===== config.mk =====
export PLATFORM = sky130hd
export DESIGN_NAME = game_ctrl
export DESIGN_NICKNAME = d
export VERILOG_FILES = /design/src/rtl/game_pkg.sv /design/src/rtl/screen_sweep.sv /design/src/rtl/game_ctrl.sv
export SDC_FILE = /design/constraint.sdc
export NUM_CORES = 1
export LEC_CHECK = 0
export BUFFER_PORTS_ARGS = -buffer_cell sky130_fd_sc_hd__buf_2
export CORE_MARGIN = 10
export CORE_UTILIZATION = 60
export CTS_CLUSTER_SIZE = 8
export DETAILED_ROUTE_END_ITERATION = 10
export GPL_ROUTABILITY_DRIVEN = 0
export HOLD_SLACK_MARGIN = 0.15
export PLACE_DENSITY = 0.84
export SLEW_MARGIN = 15
export SYNTH_ARGS = -nofsm -noshare
export SYNTH_HDL_FRONTEND = slang
export SYNTH_SLANG_ARGS = --single-unit
export TNS_END_PERCENT = 100

===== constraint.sdc =====
create_clock -name Clock -period 5.7 [get_ports Clock]
set_input_delay 0.57 -clock Clock [delete_from_list [all_inputs] [get_ports Clock]]
set_output_delay 0.57 -clock Clock [all_outputs]
set_load 0.01 [all_outputs]

===== src/rtl/game_pkg.sv =====
// Shared state encoding, screen defaults and score helper for the game supervisor.
// Defining GAME_CTRL_INVULN_EN adds the ST_HIT post-hit invulnerability state.
package game_pkg;

    localparam int         XSCREEN_DEFAULT  = 640;
    localparam int         YSCREEN_DEFAULT  = 480;
    localparam logic [8:0] BG_COLOR_DEFAULT = 9'b111_111_111;
    localparam int         SCORE_MAX        = 9999;

    typedef enum logic [2:0] {
        ST_CLEAR      = 3'd0,
        ST_WAIT_START = 3'd1,
        ST_PLAY       = 3'd2,
        ST_OVER       = 3'd3
`ifdef GAME_CTRL_INVULN_EN
        , ST_HIT      = 3'd4
`endif
    } state_e;

    function automatic logic [13:0] score_inc(input logic [13:0] s);
        return (s >= 14'(SCORE_MAX)) ? s : s + 14'd1;
    endfunction

endpackage


===== src/rtl/screen_sweep.sv =====
// Raster address generator for the background clear: x inner, y outer.
// Counters sit at (0,0) whenever go is low, so every sweep starts at the origin.
module screen_sweep
    import game_pkg::*;
#(
    parameter int XSCREEN = XSCREEN_DEFAULT,
    parameter int YSCREEN = YSCREEN_DEFAULT
) (
    input  logic       Clock,
    input  logic       Resetn,
    input  logic       go,
    output logic [9:0] x,
    output logic [8:0] y,
    output logic       active,
    output logic       done
);

    logic [9:0] x_q, x_d;
    logic [8:0] y_q, y_d;
    logic       last_x, last_y;

    assign last_x = (x_q == 10'(XSCREEN - 1));
    assign last_y = (y_q == 9'(YSCREEN - 1));

    always_comb begin
        x_d = '0;
        y_d = '0;
        if (go && !(last_x && last_y)) begin
            if (last_x) begin
                y_d = y_q + 9'd1;
            end else begin
                x_d = x_q + 10'd1;
                y_d = y_q;
            end
        end
    end

    // NOTE: registers use non-blocking assignments so all of them sample pre-edge values.
    always_ff @(posedge Clock or negedge Resetn) begin
        if (!Resetn) begin
            x_q <= '0;
            y_q <= '0;
        end else begin
            x_q <= x_d;
            y_q <= y_d;
        end
    end

    assign x      = x_q;
    assign y      = y_q;
    assign active = go;
    assign done   = go && last_x && last_y;

endmodule


===== src/rtl/game_ctrl.sv =====
// Game supervisor: screen clear, lives/score tracking, obstacle-engine gating, VGA write mux.
// Define GAME_CTRL_INVULN_EN to enable the post-hit invulnerability (HIT) state.
module game_ctrl
    import game_pkg::*;
#(
    parameter int         XSCREEN       = XSCREEN_DEFAULT,
    parameter int         YSCREEN       = YSCREEN_DEFAULT,
    parameter int         LIVES         = 3,
    parameter int         SCORE_TICK    = 50_000_000,
    parameter int         INVULN_CYCLES = 50_000_000,
    parameter logic [8:0] BG_COLOR      = BG_COLOR_DEFAULT
) (
    input  logic        Clock,
    input  logic        Resetn,
    input  logic        start,
    input  logic        collision,
    input  logic [9:0]  obs_x,
    input  logic [8:0]  obs_y,
    input  logic [8:0]  obs_color,
    input  logic        obs_write,
    output logic [9:0]  VGA_x,
    output logic [8:0]  VGA_y,
    output logic [8:0]  VGA_color,
    output logic        VGA_write,
    output logic        obs_resetn,
    output logic [1:0]  lives,
    output logic [13:0] score,
    output logic        game_over
);

    localparam int TICK_W = $clog2(SCORE_TICK + 1);

    if (LIVES < 1 || LIVES > 3) begin : g_bad_lives
        $error("game_ctrl: LIVES must be in 1..3");
    end
    if (SCORE_TICK < 1 || INVULN_CYCLES < 1) begin : g_bad_timing
        $error("game_ctrl: SCORE_TICK and INVULN_CYCLES must be positive");
    end

    state_e              state_q, state_d;
    logic                start_q, collision_q;
    logic                start_rise, hit_rise, alive;
    logic [1:0]          lives_q, lives_d;
    logic [13:0]         score_q, score_d;
    logic [TICK_W-1:0]   tick_q, tick_d;
    logic                obs_resetn_q;
    logic [9:0]          vga_x_q, vga_x_d;
    logic [8:0]          vga_y_q, vga_y_d;
    logic [8:0]          vga_color_q, vga_color_d;
    logic                vga_write_q, vga_write_d;
    logic                sweep_go, sweep_active, sweep_done;
    logic [9:0]          sweep_x;
    logic [8:0]          sweep_y;
`ifdef GAME_CTRL_INVULN_EN
    localparam int INV_W = $clog2(INVULN_CYCLES + 1);
    logic [INV_W-1:0]    inv_q, inv_d;
`endif

    screen_sweep #(
        .XSCREEN (XSCREEN),
        .YSCREEN (YSCREEN)
    ) u_sweep (
        .Clock  (Clock),
        .Resetn (Resetn),
        .go     (sweep_go),
        .x      (sweep_x),
        .y      (sweep_y),
        .active (sweep_active),
        .done   (sweep_done)
    );

    assign start_rise = start && !start_q;
    assign hit_rise   = collision && !collision_q;
`ifdef GAME_CTRL_INVULN_EN
    assign alive = (state_q == ST_PLAY) || (state_q == ST_HIT);
`else
    assign alive = (state_q == ST_PLAY);
`endif

    // NOTE: every variable gets a default first, so no path through the case infers a latch.
    always_comb begin
        state_d     = state_q;
        lives_d     = lives_q;
        score_d     = score_q;
        tick_d      = '0;
        sweep_go    = 1'b0;
        vga_x_d     = obs_x;
        vga_y_d     = obs_y;
        vga_color_d = obs_color;
        vga_write_d = obs_write && obs_resetn_q;
`ifdef GAME_CTRL_INVULN_EN
        inv_d       = inv_q;
`endif

        if (alive) begin
            if (tick_q == TICK_W'(SCORE_TICK - 1)) begin
                score_d = score_inc(score_q);
            end else begin
                tick_d = tick_q + TICK_W'(1);
            end
        end

        case (state_q)
            ST_CLEAR: begin
                sweep_go    = 1'b1;
                vga_x_d     = sweep_x;
                vga_y_d     = sweep_y;
                vga_color_d = BG_COLOR;
                vga_write_d = sweep_active;
                if (sweep_done) state_d = ST_WAIT_START;
            end
            ST_WAIT_START: begin
                vga_write_d = 1'b0;
                if (start_rise) begin
                    lives_d = 2'(LIVES);
                    score_d = '0;
                    state_d = ST_PLAY;
                end
            end
            ST_PLAY: begin
                if (hit_rise) begin
                    lives_d = lives_q - 2'd1;
                    if (lives_q == 2'd1) begin
                        state_d = ST_OVER;
                    end
`ifdef GAME_CTRL_INVULN_EN
                    else begin
                        state_d = ST_HIT;
                        inv_d   = INV_W'(INVULN_CYCLES - 1);
                    end
`endif
                end
            end
`ifdef GAME_CTRL_INVULN_EN
            ST_HIT: begin
                if (inv_q == '0) state_d = ST_PLAY;
                else             inv_d   = inv_q - INV_W'(1);
            end
`endif
            ST_OVER: begin
                if (start_rise) state_d = ST_CLEAR;
            end
            default: state_d = ST_CLEAR;
        endcase
    end

    always_ff @(posedge Clock or negedge Resetn) begin
        if (!Resetn) begin
            state_q      <= ST_CLEAR;
            start_q      <= 1'b0;
            collision_q  <= 1'b0;
            lives_q      <= '0;
            score_q      <= '0;
            tick_q       <= '0;
            obs_resetn_q <= 1'b0;
            vga_x_q      <= '0;
            vga_y_q      <= '0;
            vga_color_q  <= '0;
            vga_write_q  <= 1'b0;
`ifdef GAME_CTRL_INVULN_EN
            inv_q        <= '0;
`endif
        end else begin
            state_q      <= state_d;
            start_q      <= start;
            collision_q  <= collision;
            lives_q      <= lives_d;
            score_q      <= score_d;
            tick_q       <= tick_d;
            obs_resetn_q <= alive;
            vga_x_q      <= vga_x_d;
            vga_y_q      <= vga_y_d;
            vga_color_q  <= vga_color_d;
            vga_write_q  <= vga_write_d;
`ifdef GAME_CTRL_INVULN_EN
            inv_q        <= inv_d;
`endif
        end
    end

    assign VGA_x      = vga_x_q;
    assign VGA_y      = vga_y_q;
    assign VGA_color  = vga_color_q;
    assign VGA_write  = vga_write_q;
    assign obs_resetn = obs_resetn_q;
    assign lives      = lives_q;
    assign score      = score_q;
    assign game_over  = (state_q == ST_OVER);

endmodule


Word level (Yosys, flattened, before mapping)
Cells that the tools add are included.
W data, S select, Z words.
{ "classes": {"mux": 25, "reduce_logical": 14, "n_addsub": 5, "n_lt_le_gt_ge": 1, "n_eq_ne": 13} }
{ "op_table": {"columns": ["cell", "count"], "rows": [
  ["$mux W14", 5],
  ["$mux W26", 2],
  ["$mux W9", 4],
  ["$mux W10", 3],
  ["$add A26 B1 Y26 const B", 1],
  ["$eq A26 B26 Y1 const B", 1],
  ["$mux W3", 5],
  ["$add A14 B1 Y14 const B", 1],
  ["$ge A14 B14 Y1 const B", 1],
  ["$pmux W3 S4", 1],
  ["$add A10 B1 Y10 const B", 1],
  ["$eq A10 B10 Y1 const B", 1],
  ["$add A9 B1 Y9 const B", 1],
  ["$eq A9 B9 Y1 const B", 1],
  ["$logic_and A1 B1 Y1", 7],
  ["$eq A3 B2 Y1 const B", 2],
  ["$ne A2 B1 Y1 const B", 3],
  ["$ne A2 B2 Y1 const B", 3],
  ["$reduce_and A5 Y1", 1],
  ["$mux W2", 2],
  ["$pmux W2 S2", 1],
  ["$eq A3 B1 Y1 const B", 1],
  ["$logic_not A1 Y1", 3],
  ["$logic_not A3 Y1", 1],
  ["other kinds (6)", 6]
]} }
{ "word_totals": {"ff_bits": 96, "in_bits": 33, "out_inout_bits": 47, "wordCells": 71} }

Depth between registers and ports, before layout
Gate-level depths: netlist of run 1.
{ "logic_depth": {"word_depth": 6, "depth_mapped": 9} }

Modules after synthesis
Synthesis of run 1 repeated with hierarchy kept, for this count alone.
{ "unflattened": {"cells_unflattened": 408, "hier_area_um2": 4418.0} }
{ "by_module_without_submodules": {"columns": ["module", "area_each_um2", "n_inst", "cells_per_inst", "seq_area_each_um2"], "rows": [
  ["game_ctrl", 3455.8, 1, 308, 1901.8],
  ["screen_sweep", 962.2, 1, 100, 475.5]
]} }

Worst setup path after synthesis of run 1
OpenSTA, ideal clock, no wires.
{ "synth_timing": {"path_type": "register to register", "start": "reg tick_q[0]", "end": "reg score_q[6] (netlist: score[6])", "synth_period_minus_slack_ns": 2.203, "required_time_ns": 5.564, "arrival_time_ns": 2.066, "path_buffers": 3, "stages_incl_launch_ff": 10, "path_slack_ns": 3.497, "path_cell_list": "dfrtp_1 > ha_1 > buf_2 > nor4b_2 > nand4_1 > or4_4 > buf_6 > buf_2 > o31ai_1 > a21oi_1"} }
{ "synth_between": {"elab_chain_len": 5} }
{ "synth_rtl": {"columns": ["element", "line", "rtl"], "rows": [
  ["from (decl)", "game_ctrl.sv:45", "logic [TICK_W-1:0] tick_q, tick_d;"],
  ["from (signal assigned)", "game_ctrl.sv:169", "tick_q <= tick_d;"],
  ["$eq A26 B26 Y1 (*)", "game_ctrl.sv:96", "if (tick_q == TICK_W'(SCORE_TICK - 1)) begin"],
  ["$mux W14 (*)", "game_ctrl.sv:96", null],
  ["$mux W14 (*)", "game_ctrl.sv:95", "if (alive) begin"],
  ["$mux W14", "game_ctrl.sv:114", "if (start_rise) begin"],
  ["$mux W14 (*)", "game_ctrl.sv:103", "case (state_q)"],
  ["named net score_d[6]", "game_ctrl.sv:44", "logic [13:0] score_q, score_d;"],
  ["to (signal assigned)", "game_ctrl.sv:168", "score_q <= score_d;"],
  ["to (decl)", "game_ctrl.sv:44", null]
]} }
Mark *: on every way through the listed nets, which the timed path passes. The rest lies on a longest branch.
A chain may end at the register's enable or synchronous reset.

Worst setup path in the final report of run 1
{ "layout_timing": {"start": "reg tick_q[0]", "end": "reg score_q[12] (netlist: score[12])"} }
Same word-level chain as after synthesis.

==> results_dict.tcl, run 1 <==
set metrics [dict create \
    status "finished, final reports clean" \
    synth_top_area_cell "dfrtp_1" \
    cts_sinks 95 \
    gr-total-overflow 0 \
    hp-class "in2reg" \
    p_sw_mw 0.264 \
    ys_warn_count 0 \
    postSynthAreaPerCell_um2 10.5 \
    finalCritPeriodShare 0.441 \
    peakVddDrop_uv 207 \
    fmax_mhz 398 \
    p_seq_frac 0.578 \
    gr-usage-met2 0.298 \
    period_minus_slack_ns 2.51 \
    critPathKind "reg2reg" \
    worstPathMaxFanout 22 \
    critPathCaptureType "flip-flop" \
    synth.most_common_cell "dfrtp_1" \
    finalHoldViolCount 0 \
    busiest_layer "met2" \
    power_frac_clock 0.388 \
    synth_ff_type "dfrtp_1" \
    wl_um 9530 \
    dieArea_um2 11200 \
    firstDrtPassIters 4 \
    rsz0062_at_grt "false" \
    final_area_um2 5070 \
    startpoint_type "flip-flop" \
    start_util 0.613 \
    die_w_um 106 \
    relSlewSlack 0.301 \
    netlist_top_cells_count "dfrtp_1 (95), nor2_1 (45), nand2_1 (30)" \
    synth_area_um2 4400 \
    cts-root-buf "clkbuf_8" \
    numCtsBuffers 9 \
    synth-edff-count 0 \
    area_growth_pct 15.4 \
    synth.area.top_cells "dfrtp_1 (54%), xnor2_1 (5.0%), mux2_2 (4.9%), nor2_1 (3.8%), nand3_1 (2.7%)" \
    synth_cell_types 44 \
    via_count 3374 \
    antenna_left 0 \
    antenna_found_initial 0 \
    synth_top_area_share 0.541 \
    layout_setup_ws_ns 3.19 \
    synth_fp_nets 461 \
    setup_viol 0 \
    swShare 0.223 \
    powerDensity_nw_per_um2 234 \
    nets 537 \
    grt_pass1_vias 3414 \
    post_cts_resized 0 \
    gr-usage-met3 0.0457 \
    grt_usage 0.174 \
    cp.arrival_ns 2.80 \
    leakagePower_nw 2.21 \
    grt_start_max_net_pins 65 \
    cts_tree "done" \
    cts_max_path_buffers 2 \
    clk_pin_slew_ns 0.09 \
    p_int_mw 0.922 \
    drt-vias-per-instance 5.63 \
    drtIter0Drc 138 \
    cap_violations 0 \
    synth_seq_area_share 0.541 \
    post_dp_cell_area_um2 4850 \
    grt_use_met1 0.201 \
    die_h_um 106 \
    fin_cells 599 \
    hpwlAfterDp_um 6880 \
    hold_depth 1 \
    drive_gt1_frac 0.260 \
    drv_slew 0 \
    tns_ns 0 \
    drcViolationCount 0 \
    io_buffers 79 \
    crit_required_ns 5.99 \
    combPwrFrac 0.034 \
    worst_clock_skew_ns 0.00833 \
    ios 80 \
    syn_inst 419 \
    dp_slack_ns 3.22 \
    ff2ff_path_depth 6 \
    h-tree-depth 3 \
    worst_slew_pin_slew_ns 1.04 \
    num_antenna_cells 0 \
    rows 31 \
    finalPower_mw 1.19 \
    wire_per_inst_um 15.9 \
    whs_ns 0.314 \
    synthArstFlopShare 1.00 \
    grt_pass1_wl_um 16000 \
    ys_seq_elements 95 \
    core_um2 7180 \
    dp.cells 582 \
    clk_latency_ns 0.37 \
    final_core_util 0.707 \
]
[layout by cell type (no fill, tap or decap), types with 4 or more instances in the layout]
| cell | count |
|---|---|
| ha_1 | 9 |
| buf_2 | 78 |
| o21ai_0 | 8 |
| xnor2_1 | 25 |
| nand2b_1 | 4 |
| or2_2 | 11 |
| nor3_1 | 12 |
| o21ai_1 | 7 |
| nor4_1 | 4 |
| o31ai_1 | 4 |
| nand2_1 | 30 |
| nand3_1 | 24 |
| inv_1 | 10 |
| and3_1 | 6 |
| or4_1 | 7 |
| or3_1 | 9 |
| mux2_2 | 19 |
| and2_1 | 7 |
| nand4_1 | 15 |
| and4_1 | 5 |
| dfrtp_1 | 95 |
| xor2_1 | 9 |
| a21oi_1 | 14 |
| clkbuf_8 | 11 |
| nor2_1 | 45 |
[sequential cells by signal, summed over array words and instances (netlist names)]
register     count
VGA_y            9
u_sweep.y        9
state_q          2
score           14
collision_q      1
start_q          1
VGA_color        9
lives            2
VGA_x           10
u_sweep.x       10
tick_q          26
obs_resetn       1
VGA_write        1
[logic make-up (layout without fill, tap and decap cells)]
family	Yosys count	in the layout	share of synthesized area
AO/OA/AOI/OAI	46	46	0.0634
XOR/XNOR	34	34	0.0677
buffers and inverters	27	108	0.0267
multiplexers	20	20	0.0509
flip-flops	95	95	0.541
adder cells (fa/ha/maj)	9	9	0.0256
AND/OR/NAND/NOR	188	188	0.225
[power groups by stage]
| stage | combinational, mW | sequential [mW] | clock, mW |
|---|---|---|---|
| 6_report | 0.0406 | 0.686 | 0.460 |
| 5_1_grt | 0.0468 | 0.687 | 0.492 |
| 4_1_cts | 0.0423 | 0.686 | 0.468 |
| 3_5_place_dp | 0.0416 | 0.699 | 0 |
| 3_3_place_gp | 0.0404 | 0.699 | 0 |
| 2_1_floorplan | 0.00790 | 0.700 | 0 |
[path summary, 6_finish.rpt]
check                      slack, ns       from            to
hold / removal                  0.31      start       start_q
hold reg to reg                 0.52  tick_q[0]     tick_q[0]
setup reg to reg                3.19  tick_q[0]     score[12]
setup / recovery                3.19  tick_q[0]     score[12]
max in group asynchronous       3.93     Resetn  u_sweep.y[8]
min in group asynchronous       0.67     Resetn    tick_q[23]
[critical path, stage by stage (launching register included)]
cell and delay (ns):
dfrtp_1 0.42, ha_1 0.30, nor4b_2 0.27, nand4_1 0.13, or4_4 0.63, or4_1 0.50, a21oi_1 0.19
[final cells by class]
cell class | count | area (um^2)
tap | 99 | 124
sequential | 95 | 2380
timing repair buffer | 82 | 423
inverter | 10 | 37.5
multi-input combinational | 297 | 1900
clock buffer | 12 | 155
clock inverter | 4 | 53.8
fill | 537 | 2100
[routing by layer]
layer / part of all wire / wire length (um) / vias to the layer above
met5: 0 / 0 / -
met4: 0.017 / 164 / 0
met3: 0.058 / 557 / 13
met2: 0.52 / 4940 / 90
met1: 0.41 / 3860 / 1660
li1: - / - / 1611
[what timing repair did]
item                                   CTS  global route
buffers inserted                         0             0
hold buffers                             1             0
endpoints found under the hold margin   31             0
Note: power is estimated with default switching activity, not from simulation.
==> run 2, diff against run 1 <==
--- a/config.mk
+++ b/config.mk
@@ -5,14 +5,15 @@
 export SDC_FILE = /design/constraint.sdc
 export NUM_CORES = 1
 export LEC_CHECK = 0
+export ABC_AREA = 1
 export BUFFER_PORTS_ARGS = -buffer_cell sky130_fd_sc_hd__buf_2
 export CORE_MARGIN = 10
-export CORE_UTILIZATION = 60
+export CORE_UTILIZATION = 51
 export CTS_CLUSTER_SIZE = 8
 export DETAILED_ROUTE_END_ITERATION = 10
 export GPL_ROUTABILITY_DRIVEN = 0
 export HOLD_SLACK_MARGIN = 0.15
-export PLACE_DENSITY = 0.84
+export PLACE_DENSITY = 0.75
 export SLEW_MARGIN = 15
 export SYNTH_ARGS = -nofsm -noshare
 export SYNTH_HDL_FRONTEND = slang
==> constraint.sdc (replaced) <==
create_clock -name Clock -period 2.05 [get_ports Clock]
set_input_delay 0.205 -clock Clock [delete_from_list [all_inputs] [get_ports Clock]]
set_output_delay 0.205 -clock Clock [all_outputs]
set_load 0.01 [all_outputs]
==> results_dict.tcl, run 2 <==
set metrics [dict create \
    synth.most_common_cell "nand2_1" \
    wire_per_inst_um 13.6 \
    ys_warn_count 0 \
    dp.cells 754 \
    crit_required_ns 2.31 \
    grt_start_max_net_pins 35 \
    synth_fp_nets 612 \
    r2r-end "score[2]" \
    grt_use_met1 0.207 \
    cts_tree "done" \
    numCtsBuffers 9 \
    busiest_layer "met2" \
    relSlewSlack 0.685 \
    worst_clock_skew_ns 0.00908 \
    final_common_cell "nand2_1" \
    finalPower_mw 5.03 \
    drive_gt1_frac 0.199 \
    cts_max_path_buffers 2 \
    fin_cells 807 \
    setup_viol 0 \
    synth_top_area_cell "dfrtp_1" \
    worst_slew_pin_slew_ns 0.472 \
    nets 735 \
    whs_ns 0.342 \
    cp-startpoint "tick_q[0]" \
    via_count 4048 \
    hpwlAfterDp_um 7890 \
    cts-root-buf "clkbuf_8" \
    post_dp_cell_area_um2 5190 \
    cap_violations 0 \
    setup.worst_path.end "score[2]" \
    gr-total-overflow 0 \
    start_util 0.528 \
    rsz0062_at_grt "false" \
    synth_top_area_share 0.511 \
    cp.arrival_ns 2.12 \
    layout_common_cells "nand2_1 (127), nor2_1 (98), dfrtp_1 (95), buf_2 (78), inv_1 (61)" \
    tns_ns 0 \
    synth_area_um2 4650 \
    syn_inst 570 \
    firstDrtPassIters 4 \
    n_fill_cell 740 \
    synth_seq_area_share 0.511 \
    netlist_top_cells_count "nand2_1 (127), nor2_1 (98), dfrtp_1 (95)" \
    synth-edff-count 0 \
    clk_latency_ns 0.36 \
    grt_pass1_vias 4106 \
    postSynthAreaPerCell_um2 8.15 \
    fmax_mhz 538 \
    synth_cell_types 33 \
    final_area_um2 5750 \
    critPathCaptureType "flip-flop" \
    ys_seq_elements 95 \
    antenna_left 0 \
    dp_slack_ns 0.172 \
    final_core_util 0.653 \
    drv_slew 0 \
    grt_usage 0.169 \
    period_minus_slack_ns 1.86 \
    io_buffers 79 \
    peakVddDrop_uv 602 \
    die_h_um 115 \
    h-tree-depth 3 \
    r2r_start "tick_q[0]" \
    synthArstFlopShare 1.00 \
    worstPathMaxFanout 7 \
    antenna_found_initial 1 \
    reg2reg_slack_ns 0.19 \
    synth.area.top_cells "dfrtp_1 (51%), nand2_1 (10%), nor2_1 (7.9%), inv_1 (4.9%), o21ai_0 (3.4%)" \
    status "finished, final reports clean" \
    hp-class "in2async" \
    critPathKind "reg2reg" \
    rows 34 \
    leakagePower_nw 2.84 \
    area_growth_pct 23.7 \
    grt_pass1_wl_um 18600 \
    ios 80 \
    dieArea_um2 13300 \
    die_w_um 115 \
    cts_sinks 95 \
    powerDensity_nw_per_um2 874 \
    gr-usage-met2 0.289 \
    regMostFlops "tick_q" \
    drcViolationCount 0 \
    core_um2 8810 \
    wl_um 11000 \
    gr-usage-met3 0.0419 \
    startpoint_type "flip-flop" \
    clk_pin_slew_ns 0.10 \
    finalHoldViolCount 0 \
    synth_ff_type "dfrtp_1" \
    layout_setup_ws_ns 0.190 \
    largest_reg_flops 26 \
    drt-vias-per-instance 5.02 \
    finalCritPeriodShare 0.907 \
    drtIter0Drc 190 \
    ff2ff_path_depth 11 \
]
## run 2: area by class of cell
class                   instances  area (um^2)  share of cell area
flip-flops and latches         95         2380               0.413
multi-input cells             402         1980               0.344
repair buffers                123          821               0.143
inverters                      62          233              0.0405
well taps                     108          135              0.0235
clock buffers                  10          128              0.0222
clock inverters                 6         76.3              0.0133
diodes                          1         2.50            0.000435
## run 2: metal layers
layer / routed length, um / up-vias / share of wire
met5: 0 / - / 0
met4: 97 / 0 / 0.0088
met3: 588 / 13 / 0.054
met2: 5480 / 85 / 0.50
met1: 4800 / 1891 / 0.44
li1: - / 2059 / -
## run 2: repair_timing
item,in CTS,in global routing
hold buffers,32,0
endpoints found under the hold margin,62,0
buffers inserted,0,4
setup endpoints to repair,0,10
gates resized for setup,0,1
## run 2: critical path, stage by stage, from the launching register on
cell	delay [ns]
dfrtp_1	0.43
ha_1	0.24
nand3_2	0.13
nor2_4	0.14
nand2_4	0.08
nor2_4	0.14
nand2_2	0.09
nor2_4	0.19
buf_4	0.15
nand3_1	0.06
nand2_1	0.06
nor2_1	0.05
## run 2: worst min-delay path by stage
| stage | startpoint | end | slack (ns) |
|---|---|---|---|
| 6_report | Resetn | VGA_color[5] | 0.34 |
| 5_1_grt | Resetn | VGA_color[5] | 0.40 |
| 4_1_cts | Resetn | u_sweep.y[8] | 0.37 |
| 3_5_place_dp | Resetn | VGA_color[5] | 0.19 |
| 3_3_place_gp | Resetn | VGA_color[5] | 0.19 |
| 2_1_floorplan | Resetn | VGA_color[0] | -0.09 |
## run 2: kinds of logic (layout without fill, tap and decap cells)
group | after synthesis | in the layout | share of synthesized area
AO/OA/AOI/OAI | 66 | 66 | 0.0770
flip-flops | 95 | 95 | 0.511
buffers and inverters | 73 | 201 | 0.0638
AND/OR/NAND/NOR | 314 | 314 | 0.299
adder cells (fa/ha/maj) | 9 | 9 | 0.0242
other | 0 | 1 | 0
XOR/XNOR | 13 | 13 | 0.0245
## run 2: report_power, final
part           switching [mW]  leakage [nW]  internal (mW)
logic                   0.937          1.50          0.530
registers               0.148          1.24           2.13
clock network           0.696         0.103          0.587
